### config.mk
export PLATFORM = sky130hd
export DESIGN_NAME = byte_link_memory
export DESIGN_NICKNAME = d
export VERILOG_FILES = /design/src/rtl/byte_link_memory.sv
export SDC_FILE = /design/constraint.sdc
export NUM_CORES = 2
export LEC_CHECK = 0
export CORE_ASPECT_RATIO = 0.7
export CORE_MARGIN = 2
export CORE_UTILIZATION = 55
export CTS_BUF_LIST = sky130_fd_sc_hd__clkbuf_16
export DETAILED_ROUTE_END_ITERATION = 10
export PLACE_DENSITY = 0.82
export RECOVER_POWER = 50
export SLEW_MARGIN = 20
export SYNTH_ARGS = -nofsm -noshare
export SYNTH_HDL_FRONTEND = slang
export SYNTH_SLANG_ARGS = --single-unit
### constraint.sdc
create_clock -name clk -period 11.9 [get_ports clk]
set_input_delay 2.38 -clock clk [delete_from_list [all_inputs] [get_ports clk]]
set_output_delay 2.38 -clock clk [all_outputs]
set_load 0.05 [all_outputs]
### src/rtl/byte_link_memory.sv
// rtl/byte_link_memory.sv - byte-framed memory and instruction-pointer partner for the CPU pin bus
//
// Accepts FETCH / READ / WRITE / SETPC frames one byte per cmd_valid cycle
// (multi-byte fields LSB first) and answers FETCH / READ with four data
// bytes, LSB first, one per cycle.
//
// Ports:
//   clk        rising-edge system clock
//   rst        synchronous active-low reset
//   cmd_valid  cmd_byte carries a byte this cycle
//   cmd_byte   header, address or write-data byte
//   rsp_valid  rsp_byte carries a response byte this cycle
//   rsp_byte   response byte, holds its value while rsp_valid is low
//   busy       a frame is in progress
//   overrun    sticky: a byte arrived while it could not be accepted
//   pc         current instruction pointer
module byte_link_memory #(
  parameter int          ADDR_W   = 6,
  parameter logic [31:0] PC_RESET = 32'h0000_0000
) (
  input  logic        clk,
  input  logic        rst,
  input  logic        cmd_valid,
  input  logic [7:0]  cmd_byte,
  output logic        rsp_valid,
  output logic [7:0]  rsp_byte,
  output logic        busy,
  output logic        overrun,
  output logic [31:0] pc
);

  typedef enum logic [2:0] {
    S_IDLE, S_ADDR, S_WDATA, S_COMMIT, S_READ_MEM, S_RESP
  } state_t;

  localparam logic [1:0] OP_FETCH = 2'b00;
  localparam logic [1:0] OP_READ  = 2'b01;
  localparam logic [1:0] OP_WRITE = 2'b10;
  localparam logic [1:0] OP_SETPC = 2'b11;

  logic [31:0] mem [0:(1<<ADDR_W)-1];

  state_t      state_q, state_d;
  logic [1:0]  op_q, op_d;
  logic [1:0]  cnt_q, cnt_d;
  logic [31:0] addr_q, addr_d;
  logic [31:0] wdata_q, wdata_d;
  logic [31:0] shift_q, shift_d;
  logic [31:0] pc_q, pc_d;
  logic        rsp_valid_q, rsp_valid_d;
  logic [7:0]  rsp_byte_q, rsp_byte_d;
  logic        busy_q, busy_d;
  logic        overrun_q, overrun_d;

  logic [ADDR_W-1:0] rd_idx;
  logic [31:0]       rd_word;
  logic [31:0]       addr_shift;

  always_comb begin
    state_d     = state_q;
    op_d        = op_q;
    cnt_d       = cnt_q;
    addr_d      = addr_q;
    wdata_d     = wdata_q;
    shift_d     = shift_q;
    pc_d        = pc_q;
    rsp_valid_d = rsp_valid_q;
    rsp_byte_d  = rsp_byte_q;
    overrun_d   = overrun_q;

    // FETCH reads at the pointer, READ at the assembled address.
    rd_idx     = (op_q == OP_FETCH) ? pc_q[ADDR_W+1:2] : addr_q[ADDR_W+1:2];
    rd_word    = mem[rd_idx];
    addr_shift = {cmd_byte, addr_q[31:8]};

    case (state_q)
      S_IDLE: begin
        if (cmd_valid) begin
          op_d    = cmd_byte[1:0];
          cnt_d   = 2'd0;
          state_d = (cmd_byte[1:0] == OP_FETCH) ? S_READ_MEM : S_ADDR;
        end
      end
      S_ADDR: begin
        if (cmd_valid) begin
          addr_d = addr_shift;
          cnt_d  = cnt_q + 2'd1;
          if (cnt_q == 2'd3) begin
            case (op_q)
              OP_READ:  state_d = S_READ_MEM;
              OP_WRITE: state_d = S_WDATA;
              OP_SETPC: begin
                state_d = S_IDLE;
                pc_d    = addr_shift;
              end
              default:  state_d = S_IDLE;
            endcase
          end
        end
      end
      S_WDATA: begin
        if (cmd_valid) begin
          wdata_d = {cmd_byte, wdata_q[31:8]};
          cnt_d   = cnt_q + 2'd1;
          if (cnt_q == 2'd3) state_d = S_COMMIT;
        end
      end
      S_COMMIT: begin
        state_d = S_IDLE;
      end
      S_READ_MEM: begin
        // Byte 0 goes straight out; the rest wait in the shift register.
        rsp_valid_d = 1'b1;
        rsp_byte_d  = rd_word[7:0];
        shift_d     = {8'h00, rd_word[31:8]};
        cnt_d       = 2'd0;
        if (op_q == OP_FETCH) pc_d = pc_q + 32'd4;
        state_d     = S_RESP;
      end
      S_RESP: begin
        if (cnt_q == 2'd3) begin
          rsp_valid_d = 1'b0;
          state_d     = S_IDLE;
        end else begin
          rsp_byte_d = shift_q[7:0];
          shift_d    = {8'h00, shift_q[31:8]};
          cnt_d      = cnt_q + 2'd1;
        end
      end
      default: state_d = S_IDLE;
    endcase

    if (cmd_valid && (state_q == S_COMMIT || state_q == S_READ_MEM || state_q == S_RESP))
      overrun_d = 1'b1;

    busy_d = (state_d != S_IDLE);
  end

  always_ff @(posedge clk) begin
    if (!rst) begin
      state_q     <= S_IDLE;
      op_q        <= OP_FETCH;
      cnt_q       <= 2'd0;
      addr_q      <= 32'h0;
      wdata_q     <= 32'h0;
      shift_q     <= 32'h0;
      pc_q        <= PC_RESET;
      rsp_valid_q <= 1'b0;
      rsp_byte_q  <= 8'h00;
      busy_q      <= 1'b0;
      overrun_q   <= 1'b0;
    end else begin
      state_q     <= state_d;
      op_q        <= op_d;
      cnt_q       <= cnt_d;
      addr_q      <= addr_d;
      wdata_q     <= wdata_d;
      shift_q     <= shift_d;
      pc_q        <= pc_d;
      rsp_valid_q <= rsp_valid_d;
      rsp_byte_q  <= rsp_byte_d;
      busy_q      <= busy_d;
      overrun_q   <= overrun_d;
    end
  end

  // RAM is not reset; a reset during COMMIT suppresses the write.
  always_ff @(posedge clk) begin
    if (rst && state_q == S_COMMIT)
      mem[addr_q[ADDR_W+1:2]] <= wdata_q;
  end

  assign rsp_valid = rsp_valid_q;
  assign rsp_byte  = rsp_byte_q;
  assign busy      = busy_q;
  assign overrun   = overrun_q;
  assign pc        = pc_q;

endmodule
Yosys cells after proc, flatten, opt, wreduce, memory -nomap -nowiden. Memories as Yosys holds them, arrays and structs flattened. Index checks and enable logic that the tools add are counted. W data, S select, Z words.

Add/sub/neg operators: 2. $mul: 0. Divide/modulo/power cells: 0. Magnitude comparators: 0. Equal/unequal tests: 17. Shift-type cells: 0. Mux-type cells: 27. Bitwise logic cells: 0. Reductions and logical operators: 19.

Operator list (count): $mux W32 (5); $pmux W32 S2 (2); $add A32 B3 Y32 const B (1); $mux W3 (7); $pmux W8 S2 (1); $pmux W3 S5 (1); $ne A2 B2 Y1 const B (6); $reduce_and A2 Y1 (5); $mux W8 (1); $pmux W2 S4 (1); $eq A2 B2 Y1 const B (3); $eq A3 B2 Y1 const B (2); $eq A3 B3 Y1 const B (2); $mux W2 (3); $mux W6 (1); $pmux W3 S2 (1); $reduce_and A5 Y1 (1); $logic_not A2 Y1 (2); $ne A2 B1 Y1 const B (2); $reduce_and A4 Y1 (1); $reduce_bool A2 Y1 (2); $reduce_bool A4 Y1 (1); $eq A3 B1 Y1 const B (1); $logic_not A3 Y1 (1); other kinds (8) (12).

Flip-flop bits (word level): 146. Bits in latches: 0. RAM bits: 2048. ROM bits: 0. Bits of input ports: 11. Output and inout bits: 43. Logic and storage cells: 77. Memories: 1.

Memories: mem (words 64, bits a word 32, rd ports 1, clocked after memory_dff 0, write ports 1, RTL line 41) `logic [31:0] mem [0:(1<<ADDR_W)-1];`.

Depth between registers and ports, before layout.
Depth after elaboration: 6. Mapped depth: 14. Depth with buffers taken out: 8.

Worst setup path after synthesis. Ideal clock, no wire load.

Kind: input-to-reg. From: input port rst. To: memory mem[7][0] (enable). Setup time: 503 ps. Data arrival time: 6388 ps. Data required time: 11397 ps. Slack: 5010 ps. Stages on the path: 5. Buffers on the path: 2. Path through: clkbuf_1 and3_1 clkbuf_1 nand4_1 nor4_1.

Cells in the longest elaborated chain, start to end: 3.

Ends and longest elaborated chain: start, declared (RTL line 22) `input logic rst,`; $logic_and A1 B1 Y1 (RTL line 169) `if (rst && state_q == S_COMMIT)`; $mux W1 (RTL line 169); $mux W1 (implied by the code) (RTL line 170) `mem[addr_q[ADDR_W+1:2]] <= wdata_q;`; end, declared (RTL line 41).

No other way between the ends.

==> metrics.cfg <==
[status]
outcome = finished, violations left
violations = capacitance limit, slew limit

[detailed_routing]
via_count = 54300
highest_layer = met5
drt_wl_total_um = 259000
met3WireLength_um = 48000
route.detailed.drc = 0
first_pass_iters = 7
vias_per_cell = 7.00
wl_met2_um = 110000
drt-wirelength-per-cell_um = 33.3
wl_met1_um = 86600
drt_iter0_drc = 10100
ant_nets = 0

[logic_synthesis]
ys_types = 84
yosysSeqAreaShare_pct = 74.1
yosys_warnings = 0
synth_fp_nets = 5564
synth_area_um2 = 86700
syn_avg_cell_area_um2 = 15.6
synth_edf_count = 2048
synth_ff_type = edfxtp_1
async_flop_share_pct = 0
synth-seq-cells = 2184
synth_cells = 5550

[clock_tree]
cts_tree = done
clockBufferDepth = 3
clk_pin_slew_worst_paths_ns = 0.08
cts_resized = 0
htree_levels = 4
root_buffer = clkbuf_16
clock_sinks = 2184
hold_buffers = 0
clock_latency_ns = 0.83
numCtsBuffers = 181
post_cts_buffers = 0

[floorplan]
die_w_um = 478
core_area_um2 = 156000
dieArea_um2 = 161000
row_count = 121
dieHeight_um = 336
start_util_pct = 55.6
io_pins = 54

[global_routing]
grt_max_degree = 115
antenna_found_initial = 23
grt_pass1_wl_um = 365000
grt_usage_pct = 31.6
grt_overflow = 0
grt_pass1_vias = 51200

[pwr]
power_density_nw_per_um2 = 161
max-vdd-ir-drop_v = 0.000164
p_leak_nw = 32.0

[sta]
timing.fmax_mhz = 121
worst_pin_slew_ns = 4.88
slew_violations = 2287
fin_skew_ns = 0.0356
setup_ws_ns = 3.64
fin_setup_tns_ns = 0
period_share_pct = 69.4
fin_crit_ns = 8.26
setup_viol = 0
rsz0062_at_grt = false
relSlewSlack_pct = -226
hold_viol_final = 0

[critical_path]
worstPathRequired_ns = 12.63
cp-start-kind = primary input
end_kind = flip-flop
path_max_fanout = 89
worstPathArrival_ns = 8.99
crit_type = primary input to flip-flop

[worst_hold_path]
worstHoldPathType = flip-flop to flip-flop

[final_layout]
stdcell_count = 7763
finalInstanceArea_um2 = 95300
nFillCells = 10500
nets = 5531
syn_to_final_growth_pct = 9.96
drive_above_1_share_pct = 11.3

[placement]
dp_hpwl_um = 146000
dp_cells = 7407
port_buffers = 53
placed_cell_area_um2 = 89400
place_ws_ns = 5.86
gp_congestion = 1.01

[flow_run]
drv_cap = 36

-- routing by layer --
layer,GRT usage (%),up-vias
li1,-,21800
met1,41.9,26800
met2,44.6,4873
met3,14.6,841
met4,14.3,30
met5,0,-
-- cell usage in the layout (no fill, tap or decap), drive strengths merged, types with 85 or more instances in the layout --
cell / Yosys / final
mux2i: 240 / 240
dfxtp: 136 / 136
clkbuf: 218 / 212
nor2: 141 / 141
a32oi: 85 / 85
mux4: 179 / 179
edfxtp: 2048 / 2048
a31oi: 106 / 106
nand3: 395 / 395
a211oi: 92 / 92
nand2: 816 / 816
a21oi: 99 / 99
o21ai: 149 / 149
buf: 173 / 98
-- power by group --
group	internal [mW]	switching, mW
sequential	8.29	0.0375
combinational	0.366	0.887
clock	2.97	2.76
-- flip-flops by register name (all words and copies together), names as in the netlist, 2 cells and up --
signal / count
mem: 2048
pc: 32
wdata_q: 32
addr_q: 30
shift_q: 24
rsp_byte: 8
state_q: 3
cnt_q: 2
op_q: 2
-- cell type report --
| cell class | count | area [um^2] | area share (%) |
|---|---|---|---|
| tap | 2091 | 2620 | 2.75 |
| antenna | 10 | 25.0 | 0.0263 |
| sequential | 2184 | 64200 | 67.4 |
| clock buffer | 187 | 4680 | 4.91 |
| clock inverter | 141 | 841 | 0.882 |
| inverter | 4 | 15.0 | 0.0158 |
| timing repair buffer | 175 | 1690 | 1.77 |
| multi-input combinational | 2971 | 21200 | 22.2 |
-- through the flow --
stage	hold WS [ns]	utilization [%]	power, mW
floorplan	0.444	-	9.25
global placement	0.454	57.3	9.65
detailed placement	0.464	57.4	9.67
CTS	0.475	60.9	15.2
global route	0.493	61.1	15.6
finish	0.477	61.1	15.3
-- final timing paths --
kind                               start                        to  slack [ns]  depth (start not counted)
hold / removal    addr_q[8]$_SDFFE_PN0P_    addr_q[8]$_SDFFE_PN0P_        0.48                          2
hold reg to reg   addr_q[8]$_SDFFE_PN0P_    addr_q[8]$_SDFFE_PN0P_        0.48                          2
setup / recovery                     rst       pc[16]$_SDFFE_PN0P_        3.64                          5
setup reg to reg  addr_q[2]$_SDFFE_PN0P_  shift_q[16]$_SDFFE_PN0P_        6.30                          9
-- critical path: stages --
cell	delay [ns]
clkbuf_1	1.35
clkbuf_1	1.68
clkbuf_1	2.44
o21ai_0	0.74
a21oi_1	0.33
-- kinds of logic after synthesis --
group,synth area share (%)
simple gates,8.67
buf+inv,2.18
xor+xnor,0.0101
fa+ha+maj,0.0433
flops,74.1
mux,7.44
compound gates,7.56
-- synth_stat cells (13+ instances only) --
master / count / area, um^2
clkbuf_1: 218 / 818
or4_1: 18 / 135
nand2b_1: 39 / 244
a22o_1: 26 / 228
o21ai_0: 137 / 686
nand2_1: 812 / 3050
nand4_1: 46 / 288
a21oi_1: 96 / 480
nand3_1: 395 / 1980
nor2b_1: 16 / 100
o32ai_1: 16 / 140
a2bb2oi_1: 17 / 149
a31oi_1: 106 / 663
buf_4: 39 / 293
buf_1: 20 / 75.1
mux4_2: 179 / 4030
nor4bb_1: 15 / 150
nor2_1: 139 / 522
a211oi_1: 92 / 691
o221ai_1: 18 / 158
buf_6: 19 / 214
nor3_1: 13 / 65.1
a21boi_0: 66 / 495
and3_1: 66 / 413
a32oi_1: 85 / 744
buf_2: 95 / 475
a311oi_1: 35 / 307
nor4_1: 28 / 175
o211ai_1: 49 / 368
a22oi_1: 74 / 556
a222oi_1: 16 / 160
edfxtp_1: 2048 / 61500
mux2i_1: 240 / 2400
dfxtp_1: 136 / 2720
Power figures use the tool's default switching activity.
